==> src/rtl/char_rx_fifo_if.sv <==
// Handshake bundle between the UART receiver, the receive FIFO and the core's character input.
// The master drives the UART byte and the core's acknowledge; the slave is the FIFO.
interface char_rx_fifo_if #(
    parameter int AW = 4
);
    logic [7:0]  UIN;
    logic        URDA;
    logic        UACK;
    logic [7:0]  COUT;
    logic        CRDA;
    logic        CACK;
    logic [AW:0] COUNT;
    logic        HIGH_WATER;

    modport master (
        output UIN, URDA, CACK,
        input  UACK, COUT, CRDA, COUNT, HIGH_WATER
    );

    modport slave (
        input  UIN, URDA, CACK,
        output UACK, COUT, CRDA, COUNT, HIGH_WATER
    );
endinterface

==> src/rtl/char_rx_fifo.sv <==
// Receive-side byte FIFO: drains the UART's RDA/ACK holding register and presents a
// first-word-fall-through RDA/ACK stream to the core, with a registered high-water flag.
module char_rx_fifo #(
    parameter int AW        = 4,
    parameter int HW_MARGIN = 4
) (
    input logic           CLK,
    input logic           RESET,
    char_rx_fifo_if.slave bus
);
    localparam int          DEPTH     = 2 ** AW;
    localparam logic [AW:0] FULL_CNT  = (AW + 1)'(DEPTH);
    localparam logic [AW:0] HW_THRESH = (AW + 1)'(DEPTH - HW_MARGIN);
    localparam logic [AW:0] CNT_ONE   = (AW + 1)'(1);

    logic [7:0]    r_mem [DEPTH];
    logic [AW-1:0] r_wr_ptr;
    logic [AW-1:0] r_rd_ptr;
    logic [AW:0]   r_count;
    logic          r_uack;
    logic          r_high_water;

    logic          w_full;
    logic          w_empty;
    logic          w_push;
    logic          w_pop;
    logic [AW:0]   w_count_nxt;

    assign w_full  = (r_count == FULL_CNT);
    assign w_empty = (r_count == '0);

    // UACK blocks the push for one cycle: the UART needs that cycle to drop URDA.
    assign w_push = bus.URDA && !w_full && !r_uack;
    assign w_pop  = bus.CACK && !w_empty;

    always_comb begin
        w_count_nxt = r_count;
        if (w_push && !w_pop) begin
            w_count_nxt = r_count + CNT_ONE;
        end else if (!w_push && w_pop) begin
            w_count_nxt = r_count - CNT_ONE;
        end
    end

    always_ff @(posedge CLK or negedge RESET) begin
        if (!RESET) begin
            r_wr_ptr     <= '0;
            r_rd_ptr     <= '0;
            r_count      <= '0;
            r_uack       <= 1'b0;
            r_high_water <= 1'b0;
        end else begin
            r_uack       <= w_push;
            r_count      <= w_count_nxt;
            r_high_water <= (w_count_nxt >= HW_THRESH);
            if (w_push) begin
                r_wr_ptr <= r_wr_ptr + 1'b1;
            end
            if (w_pop) begin
                r_rd_ptr <= r_rd_ptr + 1'b1;
            end
        end
    end

    always_ff @(posedge CLK) begin
        if (w_push) begin
            r_mem[r_wr_ptr] <= bus.UIN;
        end
    end

    assign bus.UACK       = r_uack;
    assign bus.CRDA       = !w_empty;
    assign bus.COUT       = w_empty ? 8'h00 : r_mem[r_rd_ptr];
    assign bus.COUNT      = r_count;
    assign bus.HIGH_WATER = r_high_water;
endmodule

==> src/flat_wrapper.sv <==
// flat-port wrapper written by rule: the top's interface ports become plain ports
module char_rx_fifo_flat 
#(
    parameter int AW        = 4,
    parameter int HW_MARGIN = 4
)
  (CLK, RESET, bus_UIN, bus_URDA, bus_CACK, bus_UACK, bus_COUT, bus_CRDA, bus_COUNT, bus_HIGH_WATER);
  char_rx_fifo_if #(.AW(AW)) bus_i ();
  input logic CLK;
  input logic RESET;
  input wire logic [$bits(bus_i.UIN)-1:0] bus_UIN;
  input wire logic [$bits(bus_i.URDA)-1:0] bus_URDA;
  input wire logic [$bits(bus_i.CACK)-1:0] bus_CACK;
  output wire logic [$bits(bus_i.UACK)-1:0] bus_UACK;
  output wire logic [$bits(bus_i.COUT)-1:0] bus_COUT;
  output wire logic [$bits(bus_i.CRDA)-1:0] bus_CRDA;
  output wire logic [$bits(bus_i.COUNT)-1:0] bus_COUNT;
  output wire logic [$bits(bus_i.HIGH_WATER)-1:0] bus_HIGH_WATER;
  assign bus_i.UIN = bus_UIN;
  assign bus_i.URDA = bus_URDA;
  assign bus_i.CACK = bus_CACK;
  assign bus_UACK = bus_i.UACK;
  assign bus_COUT = bus_i.COUT;
  assign bus_CRDA = bus_i.CRDA;
  assign bus_COUNT = bus_i.COUNT;
  assign bus_HIGH_WATER = bus_i.HIGH_WATER;
  char_rx_fifo #(.AW(AW), .HW_MARGIN(HW_MARGIN)) u_core (.CLK(CLK), .RESET(RESET), .bus(bus_i));
endmodule
==> config.mk <==
export PLATFORM = sky130hd
export DESIGN_NAME = char_rx_fifo_flat
export DESIGN_NICKNAME = d
export VERILOG_FILES = /design/src/rtl/char_rx_fifo_if.sv /design/src/rtl/char_rx_fifo.sv /design/src/flat_wrapper.sv
export SDC_FILE = /design/constraint.sdc
export NUM_CORES = 1
export LEC_CHECK = 0
export BUFFER_PORTS_ARGS = -buffer_cell sky130_fd_sc_hd__buf_2
export CAP_MARGIN = 15
export CORE_MARGIN = 3
export CORE_UTILIZATION = 46
export CTS_CLUSTER_DIAMETER = 40
export DETAILED_ROUTE_END_ITERATION = 7
export HOLD_SLACK_MARGIN = 0.02
export PLACE_DENSITY_LB_ADDON = 0.25
export SLEW_MARGIN = 20
export SYNTH_ARGS = -nofsm -noshare
export SYNTH_HDL_FRONTEND = slang
export SYNTH_SLANG_ARGS = --single-unit
==> constraint.sdc <==
create_clock -name CLK -period 5.3 [get_ports CLK]
set_input_delay 1.06 -clock CLK [delete_from_list [all_inputs] [get_ports CLK]]
set_output_delay 1.06 -clock CLK [all_outputs]
set_load 0.005 [all_outputs]
==> impl_metrics.csv, run 1 <==
group,metric,value,unit
logic_synthesis,synth_warnings,0,
logic_synthesis,ys.flop_type,"edfxtp_1",
sta,hold_slack,0.5451,ns
status,outcome,"complete, no violations",
die,die_area,13980,µm²
die,ios,28,
global_routing,grt_start_max_net_pins,25,
sta,finalCriticalPeriod,3.847,ns
die,row_count,40,
final_layout,drive_above_1_share,27.54,%
sta,drv_slew,0,
global_routing,grt_pass1_wl,17550,µm
final_layout,synthToLayoutAreaGrowth,15.93,%
setup_path,arrival,2.79,ns
setup_path,critPathMaxStageDelay,0.89,ns
final_layout,design_area,6720,µm²
logic_synthesis,ys_seq_elements,143,
clock_tree,max-clock-path-buffers,2,
clock_tree,cts_buffers,17,
sta,finalSetupViolCount,0,
logic_synthesis,ys_async_sr_fraction,10.49,%
worst_hold_path,hp-class,"in -> async",
pwr,p_per_area,548.8,nW/µm²
place,place_area,6071,µm²
pwr,p_leak,2.271,nW
clock_tree,cts_tree,"built",
place,place_congestion,0.7817,
detailed_routing,vias,2867,
detailed_routing,drt_iter0_drc,272,
setup_path,crit_path_start_kind,"register",
global_routing,antenna_found_initial,0,
logic_synthesis,avgSynthCellArea,19.45,µm²
setup_path,crit_path_top_delay_cell,"dfrtp_2",
final_layout,most-common-layout-cells,"edfxtp_1 (128), mux4_2 (32), buf_2 (27)",
clock_tree,post_cts_buffers,0,
logic_synthesis,synth.distinct_cells,37,
clock_tree,cts-htree-levels,4,
logic_synthesis,syn-num-nets,317,
global_routing,grt_util_all_layers,17.36,%
clock_tree,hold_buffers,0,
logic_synthesis,yosys.area.top_type_share,66.31,%
die,die_height,118.3,µm
logic_synthesis,yosysTopAreaCell,"edfxtp_1",
clock_tree,insertion_delay,0.42,ns
setup_path,crit_buf_inv,2,
setup_path,end_kind,"output port",
sta,max_slew_margin,39.33,%
setup_path,crit_path_cell_trace,"buf_4 > mux4_2 > a22oi_1 > a21oi_1 > buf_2",
place,portBuffers,27,
setup_path,path_class,"reg -> out",
clock_tree,cts_resized,0,
die,core_area,12160,µm²
detailed_routing,routedWlPerCell,21.69,µm
global_routing,first_global_vias,2958,
sta,timing.fmax,260.0,MHz
detailed_routing,first_pass_iters,4,
pwr,ir_worst_vdd,0.2425,mV
setup_path,r2r_cells,6,
setup_path,crit_start,"u_core.r_rd_ptr[0]",
detailed_routing,ant_nets,0,
flow_run,cap_violations,0,
sta,final_hold_viol_count,0,
sta,finClkSkew,0.005578,ns
die,start_util,47.66,%
sta,finalSetupTns,0,ns
global_routing,overflow,0,
setup_path,r2r_slack,2.84,ns
sta,worstMarginPinSlew,0.9062,ns
logic_synthesis,yosysSeqAreaShare,72.78,%
clock_tree,cts.sinks,143,
final_layout,n_antenna_cell,0,
logic_synthesis,yosys-top-cells-area,"edfxtp_1 (66%), mux4_2 (12%), dfrtp_1 (6.5%)",
detailed_routing,viasPerCell,5.589,
sta,rsz0062_at_grt,"false",
detailed_routing,drc_errors,0,
setup_path,cp.required,4.24,ns
setup_path,rr_startpoint,"u_core.bus.COUNT[1]",
clock_tree,root_buffer,"clkbuf_16",
pwr,finalPower,3.688,mW
final_layout,nNetsFinal,351,
setup_path,r2r-end,"u_core.bus.HIGH_WATER",
setup_path,critPathTopFamily,"flip-flops",
logic_synthesis,synth-edff-count,128,
die,die_w,118.3,µm
logic_synthesis,synth_area,5797,µm²
place,place_hpwl,7026,µm
logic_synthesis,postSynthCellCount,298,
sta,fin_crit_sh,72.58,%
setup_path,cp_max_fo,24,
final_layout,layout_commonest_cell,"edfxtp_1",
clock_tree,path_clk_slew,0.06,ns
detailed_routing,routed_wl,11130,µm
==> sequential cells by signal (all words and copies together), names as in the netlist <==
signal and flops:
u_core.bus.HIGH_WATER 1, u_core.r_wr_ptr 4, u_core.r_rd_ptr 4, u_core.r_mem 128, u_core.bus.UACK 1, u_core.bus.COUNT 5
==> cell type report <==
| type | count | area (µm²) |
|---|---|---|
| clock buffer | 18 | 429.2 |
| clock inverter | 14 | 220.2 |
| fill | 941 | 5441 |
| inverter | 8 | 30.03 |
| multi-input combinational | 133 | 1460 |
| sequential | 143 | 4220 |
| tap | 168 | 210.2 |
| timing repair buffer | 29 | 150.1 |
==> per-layer routing <==
layer	share of wire [%]	up-vias	track usage, %
li1	-	1282	-
met1	43	1463	23.87
met2	48	105	25.47
met3	7.2	17	5.359
met4	1.6	0	8.059
met5	0	-	0
==> synth_stat cells (3+ instances only) <==
cell	instances
ha_1	7
xnor2_1	8
a22oi_1	16
buf_2	4
inv_1	7
and4_1	5
nor2b_1	3
o21ai_0	5
buf_6	3
a21oi_1	8
nor3b_1	3
and2_1	16
dfrtp_1	15
clkbuf_1	3
nand2_1	10
edfxtp_1	128
mux4_2	32
==> how the worst max path moves through the flow <==
stage | depth (start not counted) | end | slack, ns
floorplan | 5 | bus_COUT[0] | 2.75
detailed placement | 5 | bus_COUT[1] | 1.85
global route | 5 | bus_COUT[1] | 1.19
global placement | 5 | bus_COUT[1] | 1.85
CTS | 5 | bus_COUT[1] | 1.37
finish | 5 | bus_COUT[1] | 1.45
==> cells by family after synthesis <==
family	count (synthesis)	share of synthesized area [%]
mux	33	12.61
xor+xnor	8	1.209
fa+ha+maj	9	1.878
simple gates	50	5.677
buf+inv	22	2.029
flops	143	72.78
compound gates	33	3.820
==> through the flow <==
stage,std cells,utilization [%],setup WS (ns)
finish,513,55.26,1.453
global route,513,55.26,1.192
CTS,513,55.26,1.371
detailed placement,481,49.92,1.845
global placement,481,49.92,1.853
floorplan,298,-,2.746
==> report_power, final <==
group | total [mW] | internal [mW] | switching (mW) | leakage, nW
combinational | 0.878 | 0.452 | 0.426 | 0.620
clock | 1.30 | 0.873 | 0.430 | 0.318
sequential | 1.51 | 1.35 | 0.157 | 1.33
total | 3.69 | 2.68 | 1.01 | 2.27
No activity file was read; power rests on OpenSTA's default activity.
==> inputs of run 2 (changes only) <==
- clock period: 5.3 -> 3.6 ns (I/O delays scaled with it)
==> run 2 against run 1 <==
Compared with the run above:
- flip-flop and latch count is the same
- clock-buffer cell count is the same
- worst hold slack lost 0.33 ns
- via count shrank 2.2%
- register-to-register slack lost 1.6 ns
- largest cell class unchanged
==> impl_metrics.csv, run 2 (synthesized netlist as in run 1, its figures left out) <==
group,metric,value,unit
setup_path,crit_path_start_kind,"register",
sta,finalCriticalPeriod,2.956,ns
detailed_routing,routed_wl,10710,µm
die,die_area,13980,µm²
detailed_routing,drt_iter0_drc,244,
final_layout,final_util,54.45,%
clock_tree,max-clock-path-buffers,2,
setup_path,timing.critical_path.to,"bus_COUT[1]",
sta,max_slew_margin,45.79,%
setup_path,crit_path_top_delay_cell,"mux4_2",
clock_tree,post_cts_buffers,0,
place,place_hpwl,6799,µm
setup_path,cp.required,2.88,ns
clock_tree,root_buffer,"clkbuf_16",
global_routing,grt_start_max_net_pins,22,
sta,finClkSkew,0.006317,ns
setup_path,r2r-end,"u_core.r_mem[6][1]",
worst_hold_path,hp-class,"in -> async",
setup_path,r2r_cells,6,
die,die_w,118.3,µm
clock_tree,cts_tree,"built",
setup_path,path_class,"reg -> out",
final_layout,n_antenna_cell,0,
clock_tree,cts.sinks,143,
flow_run,cap_violations,0,
setup_path,arrival,2.24,ns
global_routing,grt_pass1_wl,16880,µm
sta,rsz0062_at_grt,"false",
detailed_routing,ant_nets,0,
die,die_height,118.3,µm
final_layout,largest_register,"u_core.r_mem",
setup_path,crit_path_cell_trace,"buf_4 > mux4_2 > a22oi_1 > a21oi_1 > buf_2",
pwr,p_leak,2.222,nW
final_layout,drive_above_1_share,26.74,%
setup_path,r2r_slack,1.24,ns
setup_path,rr_startpoint,"u_core.bus.COUNT[0]",
status,outcome,"complete, no violations",
die,ios,28,
place,portBuffers,27,
setup_path,crit_buf_inv,2,
sta,final_hold_viol_count,0,
setup_path,critPathMaxStageDelay,0.55,ns
global_routing,antenna_found_initial,0,
global_routing,first_global_vias,2892,
clock_tree,cts_buffers,17,
detailed_routing,first_pass_iters,5,
setup_path,cp_max_fo,20,
sta,hold_slack,0.2107,ns
sta,finalSetupTns,0,ns
clock_tree,hold_buffers,0,
die,start_util,47.66,%
setup_path,path_depth,5,
place,pre_cts_slack,1.054,ns
clock_tree,cts-htree-levels,4,
setup_path,end_kind,"output port",
final_layout,layout_commonest_cell,"edfxtp_1",
detailed_routing,vias,2805,
sta,finalSetupViolCount,0,
die,row_count,40,
clock_tree,path_clk_slew,0.06,ns
die,core_area,12160,µm²
setup_path,critPathTopFamily,"multiplexers",
sta,worstMarginPinSlew,0.8114,ns
setup_path,crit_start,"u_core.r_rd_ptr[0]",
place,place_congestion,0.8039,
final_layout,nNetsFinal,354,
pwr,p_per_area,772.6,nW/µm²
sta,fin_crit_sh,82.11,%
global_routing,overflow,0,
pwr,ir_worst_vdd,0.4149,mV
clock_tree,cts_resized,0,
detailed_routing,routedWlPerCell,20.91,µm
final_layout,synthToLayoutAreaGrowth,14.25,%
clock_tree,insertion_delay,0.41,ns
sta,drv_slew,0,
final_layout,most-common-layout-cells,"edfxtp_1 (128), mux4_2 (32), buf_2 (27)",
final_layout,largest_reg_flops,128,
sta,setup_ws,0.6440,ns
detailed_routing,viasPerCell,5.479,
global_routing,grt_util_all_layers,16.92,%
detailed_routing,drc_errors,0,
sta,timing.fmax,338.3,MHz
[run 2: layout make-up]
class                      count  area, µm²
clock inverter                10      100.1
tap                          168      210.2
sequential                   143       4220
multi-input combinational    133       1460
timing repair buffer          32      172.7
inverter                       8      30.03
fill                         946       5539
clock buffer                  18      429.2
[run 2: worst min-delay path by stage]
| stage | from | endpoint | slack, ns | depth (start not counted) |
|---|---|---|---|---|
| final | RESET | u_core.bus.COUNT[1] | 0.21 | 1 |
| after global routing | RESET | u_core.bus.COUNT[1] | 0.20 | 1 |
| after CTS | RESET | u_core.r_wr_ptr[0] | 0.21 | 1 |
| after detailed placement | u_core.r_rd_ptr[3] | u_core.r_rd_ptr[3] | 0.56 | 1 |
| after global placement | u_core.bus.COUNT[0] | u_core.bus.COUNT[0] | 0.55 | 1 |
| after floorplan | RESET | u_core.bus.COUNT[0] | 0.42 | 0 |
[run 2: stage by stage]
step / instance area (µm²) / std cells / power, mW
global placement: 6093 / 484 / 3.566
CTS: 6623 / 512 / 5.179
detailed placement: 6093 / 484 / 3.584
finish: 6623 / 512 / 5.116
floorplan: 5797 / 298 / 3.146
global route: 6623 / 512 / 5.397
[run 2: report_power, final]
| group | total (mW) | leakage [nW] | switching, mW | internal (mW) |
|---|---|---|---|---|
| sequential | 2.12 | 1.33 | 0.125 | 1.99 |
| clock | 1.58 | 0.253 | 0.596 | 0.988 |
| combinational | 1.42 | 0.636 | 0.735 | 0.682 |
| total | 5.12 | 2.22 | 1.46 | 3.66 |
[run 2: layer usage]
metal | up-vias | global-route usage, % | wire, µm
met3 | 11 | 6.220 | 819
li1 | 1282 | - | -
met5 | - | 0 | 0
met4 | 0 | 6.154 | 118
met2 | 95 | 24.94 | 5115
met1 | 1417 | 23.27 | 4653
[run 2: worst register-to-register path: stages (launching register included)]
cell and delay [ns]:
dfrtp_1 0.46, inv_1 0.07, ha_1 0.24, nand4bb_1 0.19, nand2_1 0.15, nor3b_1 0.39
and2_1 0.49
==> inputs of run 3 (changes only) <==
- clock period: 3.6 -> 2.8 ns (I/O delays scaled with it)
==> run 3 against run 2 <==
Compared with the run above:
- utilization rose by 0.93 points
- register-to-register slack got worse by 0.79 ns
- clock power up 45%
- via count increased by 0.82%
- combinational power grew 33%
- clock-buffer cell count did not move
- critical path type unchanged
==> impl_metrics.csv, run 3 (synthesized netlist as in run 1, its figures left out) <==
group,metric,value,unit
final_layout,layout_commonest_cell,"edfxtp_1",
clock_tree,insertion_delay,0.42,ns
final_layout,most-common-layout-cells,"edfxtp_1 (128), mux4_2 (32), buf_2 (27)",
setup_path,cp_max_fo,20,
detailed_routing,viasPerCell,5.470,
setup_path,rr_startpoint,"u_core.bus.COUNT[0]",
final_layout,seqCellArea,4220,µm²
detailed_routing,routed_wl,11110,µm
die,core_area,12160,µm²
final_layout,multi_input_area,1460,µm²
final_layout,nNetsFinal,357,
global_routing,first_global_vias,3072,
setup_path,crit_path_start_kind,"register",
flow_run,cap_violations,0,
die,row_count,40,
detailed_routing,ant_nets,0,
status,outcome,"complete, no violations",
clock_tree,max-clock-path-buffers,2,
global_routing,antenna_found_initial,0,
clock_tree,post_cts_buffers,0,
setup_path,r2r_cells,6,
die,die_area,13980,µm²
clock_tree,cts_tree,"built",
sta,finClkSkew,0.01229,ns
sta,worstMarginPinSlew,0.5376,ns
final_layout,synthToLayoutAreaGrowth,16.19,%
sta,fin_crit_sh,93.90,%
die,start_util,47.66,%
detailed_routing,drt_iter0_drc,262,
pwr,finalPower,6.902,mW
global_routing,grt_util_all_layers,17.24,%
die,ios,28,
detailed_routing,first_pass_iters,5,
global_routing,met1_usage,24.27,%
global_routing,overflow,0,
sta,timing.fmax,380.3,MHz
setup_path,cp.required,2.24,ns
sta,drv_slew,0,
die,die_w,118.3,µm
global_routing,grt_start_max_net_pins,27,
pwr,p_leak,2.274,nW
global_routing,grtUsageMet2,25.62,%
clock_tree,cts-htree-levels,4,
setup_path,r2r_slack,0.45,ns
final_layout,final_util,55.38,%
detailed_routing,drc_errors,0,
sta,final_hold_viol_count,0,
final_layout,n_fill_cell,954,
final_layout,largest_reg_flops,128,
sta,finalSetupTns,0,ns
sta,finalCriticalPeriod,2.629,ns
place,place_inst,487,
detailed_routing,routedWlPerCell,21.48,µm
final_layout,layoutNonFillerInstCount,517,
pwr,ir_worst_vdd,0.4901,mV
final_layout,largest_register,"u_core.r_mem",
clock_tree,cts_buffers,17,
global_routing,grt_pass1_wl,17770,µm
place,place_congestion,0.7903,
setup_path,path_class,"reg -> out",
clock_tree,hold_buffers,0,
setup_path,arrival,2.07,ns
setup_path,end_kind,"output port",
clock_tree,root_buffer,"clkbuf_16",
final_layout,drive_above_1_share,28.94,%
sta,max_slew_margin,64.16,%
pwr,p_per_area,1025,nW/µm²
clock_tree,cts.sinks,143,
final_layout,n_antenna_cell,0,
place,place_hpwl,6935,µm
worst_hold_path,hp-class,"in -> async",
setup_path,r2r-end,"u_core.r_mem[5][4]",
clock_tree,path_clk_slew,0.06,ns
detailed_routing,vias,2828,
sta,rsz0062_at_grt,"false",
sta,finalSetupViolCount,0,
place,portBuffers,27,
die,die_height,118.3,µm
global_routing,busiest_layer,"met2",
global_routing,grt_use_met3,4.928,%
## run 3: changes by cell type in the layout (fill, tap and decap cells not counted), sizes merged
cell,previous run,this run
bufinv,2,4
clkinvlp,2,4
clkinv,6,4
buf,32,35
## run 3: metrics by stage
step	hold WS (ns)	area, µm²	worst slack (ns)
5_1_grt	0.05565	6735	0.03391
3_5_place_dp	0.4948	6128	0.4110
3_3_place_gp	0.4897	6128	0.4731
6_report	0.05120	6735	0.1708
2_1_floorplan	0.2644	5797	0.7458
4_1_cts	0.05017	6731	0.09581
## run 3: layout make-up
cell class,instances,share of cell area [%]
clock buffer,18,6.372
timing repair buffer,35,3.195
sequential,143,62.66
inverter,8,0.4458
clock inverter,12,2.526
multi-input combinational,133,21.68
tap,168,3.121
## run 3: worst max-delay path, cell delays in order, from the launching register on
cell and delay [ns]:
dfrtp_2 0.40, buf_8 0.25, mux4_2 0.56, a22oi_1 0.16, a21oi_1 0.12, buf_2 0.15
## run 3: worst max path at each step
stage	start	endpoint	slack, ns
finish	u_core.r_rd_ptr[0]	bus_COUT[6]	0.17
global route	u_core.r_rd_ptr[0]	bus_COUT[3]	0.03
CTS	u_core.r_rd_ptr[0]	bus_COUT[6]	0.1
detailed placement	bus_URDA	u_core.r_mem[7][4]	0.41
global placement	u_core.r_rd_ptr[0]	bus_COUT[2]	0.47
floorplan	u_core.r_rd_ptr[0]	bus_COUT[6]	0.75
## run 3: timing repair
action                                  in CTS  in global routing
resized for setup                            1                  1
pin swaps                                    0                  0
endpoints found under the hold margin        0                  0
endpoints found under the setup margin       1                  1
## run 3: layer usage
| layer | share of wire (%) | up-vias | routed length [µm] |
|---|---|---|---|
| met4 | 1.5 | 0 | 164 |
| met1 | 45 | 1462 | 5013 |
| met3 | 5.4 | 10 | 595 |
| li1 | - | 1284 | - |
| met5 | 0 | - | 0 |
| met2 | 48 | 72 | 5333 |
## run 3: where the power goes
part | internal, mW | leakage, nW | total (mW) | switching, mW
Clock | 1.47 | 0.283 | 2.29 | 0.815
Sequential | 2.56 | 1.33 | 2.73 | 0.167
Combinational | 0.938 | 0.658 | 1.89 | 0.952
